### src/rtl/move_sched.sv
// Draughts move generator: walks the four diagonal directions through a shared
// shifter and emits per-direction simple-move and jump-landing masks.
module move_sched #(
  parameter bit EMIT_EMPTY = 1'b1
) (
  input  logic        clock,
  input  logic        reset,
  input  logic        start,
  input  logic [31:0] own,
  input  logic [31:0] opp,
  input  logic [31:0] kings,
  input  logic        player,
  output logic [1:0]  sh_dir,
  output logic [31:0] sh_in,
  input  logic [31:0] sh_out,
  output logic        res_valid,
  input  logic        res_ready,
  output logic [1:0]  res_dir,
  output logic [31:0] res_move,
  output logic [31:0] res_jump,
  output logic        busy,
  output logic        done,
  output logic        any_jump
);

  typedef enum logic [2:0] {StIdle, StSh1, StSh2, StEmit, StDone} state_e;

  state_e      state_q;
  logic [1:0]  d_q;
  logic [31:0] own_q, opp_q, kings_q;
  logic        player_q;
  logic [31:0] step_q, move_q, jump_q;
  logic        any_jump_q;

  logic [31:0] empty, movers, jump_nxt;
  logic        skip;

  assign empty    = ~(own_q | opp_q);
  // Men only move in the two directions facing the opponent; kings move in all four.
  assign movers   = (d_q[1] == player_q) ? own_q : (own_q & kings_q);
  assign jump_nxt = sh_out & empty;
  assign skip     = !EMIT_EMPTY && (move_q == '0) && (jump_nxt == '0);

  always_comb begin
    sh_dir = 2'd0;
    sh_in  = '0;
    case (state_q)
      StSh1: begin
        sh_dir = d_q;
        sh_in  = movers;
      end
      StSh2: begin
        sh_dir = d_q;
        sh_in  = step_q & opp_q;
      end
      default: ;
    endcase
  end

  assign res_valid = (state_q == StEmit);
  assign res_dir   = d_q;
  assign res_move  = move_q;
  assign res_jump  = jump_q;
  assign busy      = (state_q != StIdle);
  assign done      = (state_q == StDone);
  assign any_jump  = any_jump_q;

  always_ff @(posedge clock) begin
    if (reset) begin
      state_q    <= StIdle;
      d_q        <= 2'd0;
      own_q      <= '0;
      opp_q      <= '0;
      kings_q    <= '0;
      player_q   <= 1'b0;
      step_q     <= '0;
      move_q     <= '0;
      jump_q     <= '0;
      any_jump_q <= 1'b0;
    end else begin
      unique case (state_q)
        StIdle: begin
          if (start) begin
            own_q      <= own;
            opp_q      <= opp;
            kings_q    <= kings;
            player_q   <= player;
            any_jump_q <= 1'b0;
            d_q        <= 2'd0;
            state_q    <= StSh1;
          end
        end
        StSh1: begin
          step_q  <= sh_out;
          move_q  <= sh_out & empty;
          state_q <= StSh2;
        end
        StSh2: begin
          jump_q <= jump_nxt;
          if (!skip) begin
            state_q <= StEmit;
          end else if (d_q == 2'd3) begin
            state_q <= StDone;
          end else begin
            d_q     <= d_q + 2'd1;
            state_q <= StSh1;
          end
        end
        StEmit: begin
          if (res_ready) begin
            any_jump_q <= any_jump_q | (|jump_q);
            if (d_q == 2'd3) begin
              state_q <= StDone;
            end else begin
              d_q     <= d_q + 2'd1;
              state_q <= StSh1;
            end
          end
        end
        StDone:  state_q <= StIdle;
        default: state_q <= StIdle;
      endcase
    end
  end

endmodule

### config.mk
export PLATFORM = sky130hd
export DESIGN_NAME = move_sched
export DESIGN_NICKNAME = d
export VERILOG_FILES = /design/src/rtl/move_sched.sv
export SDC_FILE = /design/constraint.sdc
export NUM_CORES = 1
export LEC_CHECK = 0
export CELL_PAD_IN_SITES_DETAIL_PLACEMENT = 1
export CELL_PAD_IN_SITES_GLOBAL_PLACEMENT = 1
export CORE_AREA = 2 2 165 167
export CTS_CLUSTER_DIAMETER = 120
export DETAILED_ROUTE_END_ITERATION = 10
export DIE_AREA = 0 0 167 169
export PLACE_DENSITY = 0.7
export SYNTH_ARGS = -nofsm -noshare
export SYNTH_HDL_FRONTEND = slang
export SYNTH_SLANG_ARGS = --single-unit
export TNS_END_PERCENT = 50
### constraint.sdc
create_clock -name clock -period 4.9 [get_ports clock]
set_input_delay 1.47 -clock clock [delete_from_list [all_inputs] [get_ports clock]]
set_output_delay 1.47 -clock clock [all_outputs]
set_load 0.01 [all_outputs]
After elaboration in Yosys (flattened, before gate mapping)
Index checks and enable logic that the tools add are counted.

Flip-flop bits (word level): 199. Logic and storage cells: 49. Bits of input ports: 133.

Add/sub/neg operators: 1. Reduce and logical (&&, ||, !) cells: 9. Bitwise gates (word level): 6. Equality and inequality tests: 9. Muxes and demuxes: 14.

Operator list (count): 32-bit AND (3); 32-bit case mux with 2 select lines (1); 32-bit 2-to-1 mux (1); 32-bit NOT (1); 32-bit bitwise OR (1); 32-bit OR reduction (1); 3-bit case mux with 4 select lines (1); 3-bit 2-to-1 mux (3); 2-bit 2-to-1 mux (4); 3-bit by 2-bit == test with 1-bit output, second input constant (2); 2-bit inequality test, second input constant (2); 2-bit case mux with 2 select lines (1); 2-bit AND reduction (2); 4-bit AND reduction (1); 3-bit by 1-bit == test with 1-bit output, second input constant (1); 3-bit == test, second input constant (1); 3-bit logical NOT (1); 3-bit AND reduction (1); 3-bit nonzero test (1); 2-bit by 1-bit adder with 2-bit output, second input constant (1); 2-bit == test, second input constant (1); 1-bit 2-to-1 mux (2); 2-bit by 1-bit inequality test with 1-bit output, second input constant (1); 1-bit case mux with 2 select lines (1); other kinds (4) (4).

Longest topological paths before layout
Depth in word-level cells: 4. Gate-level depth with buffers: 8.

Least setup slack after synthesis
No wires, ideal clock.

Kind: reg-to-output. Start: register state_q[1]. End: output port sh_dir[0]. Slack: 2012 ps. Data required time: 3430 ps. Cell stages (with the launch flop): 6. Path buffers: 3. Arrival: 1418 ps. Cells stage by stage: dfxtp_1 > buf_2 > or3b_1 > clkbuf_1 > buf_2 > a21boi_1.

Longest elaborated chain between the ends: 3.

Ends and longest elaborated chain: from (decl) (line 28) `state_e state_q;`; from (signal assigned) (line 70) `state_q <= StIdle;`; from (signal assigned) (line 90) `state_q <= StSh1;`; from (signal assigned) (line 96) `state_q <= StSh2;`; 3-bit by 2-bit == test with 1-bit output or 3-bit by 1-bit == test with 1-bit output (tied branches) (line 47) `case (state_q)`; 2-bit OR reduction (no source line) (*); 2-bit 2-to-1 mux (*) (line 47); to (decl) (line 13) `output logic [1:0] sh_dir,`.

Mark *: on every way between the ends. The rest lies on a longest branch, timed or not.

Worst setup path after layout
Start: register d_q[1], in the netlist res_dir[1]. End: output port sh_in[6].

Longest elaborated chain between the ends: 3.

Ends and longest elaborated chain: from (decl) (line 29) `logic [1:0] d_q;`; from (signal assigned) (line 105) `d_q <= d_q + 2'd1;`; from (signal assigned) (line 115) `d_q <= d_q + 2'd1;`; 1-bit == test (line 40) `assign movers = (d_q[1] == player_q) ? own_q : (own_q & kings_q);`; 32-bit 2-to-1 mux (line 40); 32-bit case mux with 2 select lines (line 47); to (decl) (line 14) `output logic [31:0] sh_in,`.

Every way passes these cells.

==> impl_metrics.toml <==
[run_status]
status = "completed"

[timing]
timing.slew.headroom_pct = 32.7
shortest_clock_period_the_worst_path_allows_after_layout_ns = 4.26
fin_tns_setup_ns = 0
hold_violations = 0
finalClockSkew_ns = 0.0137
final_max_slew_viol_count = 0
fin_ws_ns = 0.635
rsz_0062_raised_after_global_routing = "no"
top_achievable_clock_speed_mhz = 234
final_min_period_over_clock_period_pct = 87.0
worst_pin_slew_ns = 1.00
final-setup-viol-count = 0

[worst_setup_path]
worst-path-max-fanout = 18
path_cells = "xnor2_2, buf_4, o211ai_1, nand2_1, clkdlybuf4s50_1"
path_delay_family = "buffers and inverters"
required_ns = 3.43
timing.critical_path.slowest_stage_cell = "xnor2_2"
worst_path_largest_cell_delay_ns = 0.79
worst-setup-path-type = "reg2out"
endpoint_kind = "output port"
critical_path_depth = 5
timing.critical_path.arrival_ns = 2.79
r2r-start = "state_q[2]$_SDFFE_PP0P_"
r2r.worst_path.cells = 5
critical_path_buffers_and_inverters = 2
timing.critical_path.from_type = "flop"
setup.reg_to_reg.worst_slack_ns = 2.93
r2r_end = "res_move[19]$_SDFFE_PP0P_"

[clocking]
cts.sink_count = 199
clk_latency_worst_skew_pair_ns = 0.43
numCtsBuffers = 17
clk_path_buf_depth = 2
htree_levels = 4
clkSlewWorstSetupHoldPaths_ns = 0.07
cts-resized-gates = 0
clockRootBuffer = "clkbuf_16"
post_cts.repair.setup_buffers = 0
cts_hold_repair.buffers = 0
cts_tree = "done"

[yosys]
postSynth.asyncResetShare_pct = 0
synth.ff_latch_count = 199
synth-seq-area-share_pct = 51.0
synth-main-ff-cell = "dfxtp_1"
post_synth_num_cell_types = 30
yosysWarnings = 0
synth.net_count = 1164
post_synth_instance_area_um2 = 7810
syn-instance-count = 1030
syn_area_per_cell_um2 = 7.58
synth-edff-count = 0

[grt]
gr-usage-all-layers_pct = 20.3
first_pass_grt_wire_length_um = 44600
grt_antenna_before_repair = 7
grt_max_degree = 100
grt_remaining_overflow = 0
via_count_of_the_first_global_routing_pass = 7752

[pwr]
power_per_cell_area_nw_per_um2 = 343
power.leakage_nw = 3.93
power.ir.vdd_worst_mv = 0.167

[layout]
final_core_utilization_pct = 41.5
share_of_final_layout_standard_cells_stronger_than_drive_strength_1_pct = 4.06
fillCellCount = 3186
final_common_cell = "nand2_1"
finalNetCount = 1354
layout_common_cells = "nand2_1 (420), clkdlybuf4s50_1 (235), dfxtp_1 (199), a21oi_1 (196), nand3_1 (34)"
area.growth.synth_to_final_pct = 40.7

[die]
num_io_pins = 237
initial_utilization_pct = 29.5
die-width_um = 167
fp.dieArea_um2 = 28200
placement_rows = 60
core_um2 = 26500
die-height_um = 169

[placement]
preCtsSetupSlack_ns = 1.10
portBuffers = 236
routability_cong = 0.791
dpl.hpwl_um = 20000

[flow_run]
max_cap_viol = 0

[route]
drt.antenna.violating_nets = 0
post-route-drc-count = 0
avgViaCountPerCell = 4.87
routed_wire_per_std_cell_um = 18.4
routed_wl_um = 29000
detailroute.via_count = 7686
drt-pass1-iter-count = 6
initialDrtViolationCount = 473

[hold_path]
timing.hold.worst.class = "reg2reg"
worst_hold_path.endpoint = "kings_q[12]$_SDFFE_PP0P_"
hold_path_depth = 2
min-delay-start = "kings_q[12]$_SDFFE_PP0P_"
kinds of logic after synthesis:
kind of cell | Yosys count | share of synthesized area (%)
xor+xnor | 1 | 0.112
buf+inv | 78 | 4.39
simple gates | 517 | 28.2
compound gates | 234 | 16.2
flops | 199 | 51.0
fa+ha+maj | 1 | 0.160
state kept, by name (all words and copies together) (netlist names):
| signal | cells |
|---|---|
| kings_q | 32 |
| opp_q | 32 |
| own_q | 32 |
| res_jump | 32 |
| res_move | 32 |
| step_q | 32 |
| state_q | 3 |
| res_dir | 2 |
| any_jump | 1 |
| player_q | 1 |
Yosys cell counts (2+ instances only):
master      n  area [um2]
a21boi_1    2        15.0
a21oi_1   196         981
and2_1      2        12.5
buf_2      28         140
buf_4       4        30.0
clkbuf_1   44         165
dfxtp_1   199        3980
nand2_1   421        1580
nand3_1    34         170
nand3b_1    2        15.0
nor2_1      5        18.8
nor3_1      2        10.0
nor3b_1    33         248
nor4_1      8        50.1
nor4b_1     2        17.5
o211ai_1   32         240
o21ai_0     2        10.0
or3b_1      2        17.5
worst register-to-register path, delay by kind of cell (launching register included):
family,cells,cell delay [ns]
buffers and inverters,1,0.66
flip-flops,1,0.62
AO/OA/AOI/OAI,1,0.18
AND/OR/NAND/NOR,3,0.43
per-layer routing:
| layer | up-vias | GRT usage (%) | part of all wire, % |
|---|---|---|---|
| met2 | 166 | 31.2 | 45 |
| met3 | 26 | 5.07 | 5.6 |
| li1 | 3812 | - | - |
| met1 | 3674 | 28.5 | 49 |
| met5 | - | 0 | 0.19 |
| met4 | 8 | 4.95 | 0.95 |
worst max-delay path by stage:
stage | startpoint | end | slack (ns)
2_1_floorplan | state_q[1]$_SDFFE_PP0P_ | sh_dir[0] | 2.01
3_3_place_gp | res_dir[1]$_SDFFE_PP0P_ | sh_in[6] | 1.15
3_5_place_dp | res_dir[1]$_SDFFE_PP0P_ | sh_in[6] | 1.10
4_1_cts | res_dir[1]$_SDFFE_PP0P_ | sh_in[6] | 0.62
5_1_grt | res_dir[1]$_SDFFE_PP0P_ | sh_in[14] | 0.52
6_report | res_dir[1]$_SDFFE_PP0P_ | sh_in[6] | 0.64
where the power goes:
| part | leakage (nW) | internal (W) | switching, W |
|---|---|---|---|
| Combinational | 2.03 | 0.000266 | 0.000331 |
| Clock | 0.279 | 0.000694 | 0.000678 |
| Sequential | 1.63 | 0.00172 | 0.0000790 |
per-stage QoR:
stage / total power (W) / cells / area (um2) / hold slack, ns
after detailed placement: 0.00244 / 1542 / 10400 / 0.449
after global placement: 0.00243 / 1542 / 10400 / 0.441
after floorplan: 0.00211 / 1030 / 7810 / 0.436
final: 0.00377 / 1578 / 11000 / 0.457
after global routing: 0.00394 / 1576 / 11000 / 0.477
after CTS: 0.00381 / 1574 / 11000 / 0.460
final cells by class:
cell class / count / area (um2) / share of cell area (%)
antenna: 4 / 10.0 / 0.0911
timing repair buffer: 248 / 2500 / 22.8
inverter: 1 / 3.75 / 0.0342
tap: 341 / 427 / 3.88
multi-input combinational: 753 / 3500 / 31.8
clock inverter: 13 / 110 / 1.00
sequential: 199 / 3980 / 36.2
clock buffer: 19 / 453 / 4.12
No activity file was read; power rests on OpenSTA's default activity.
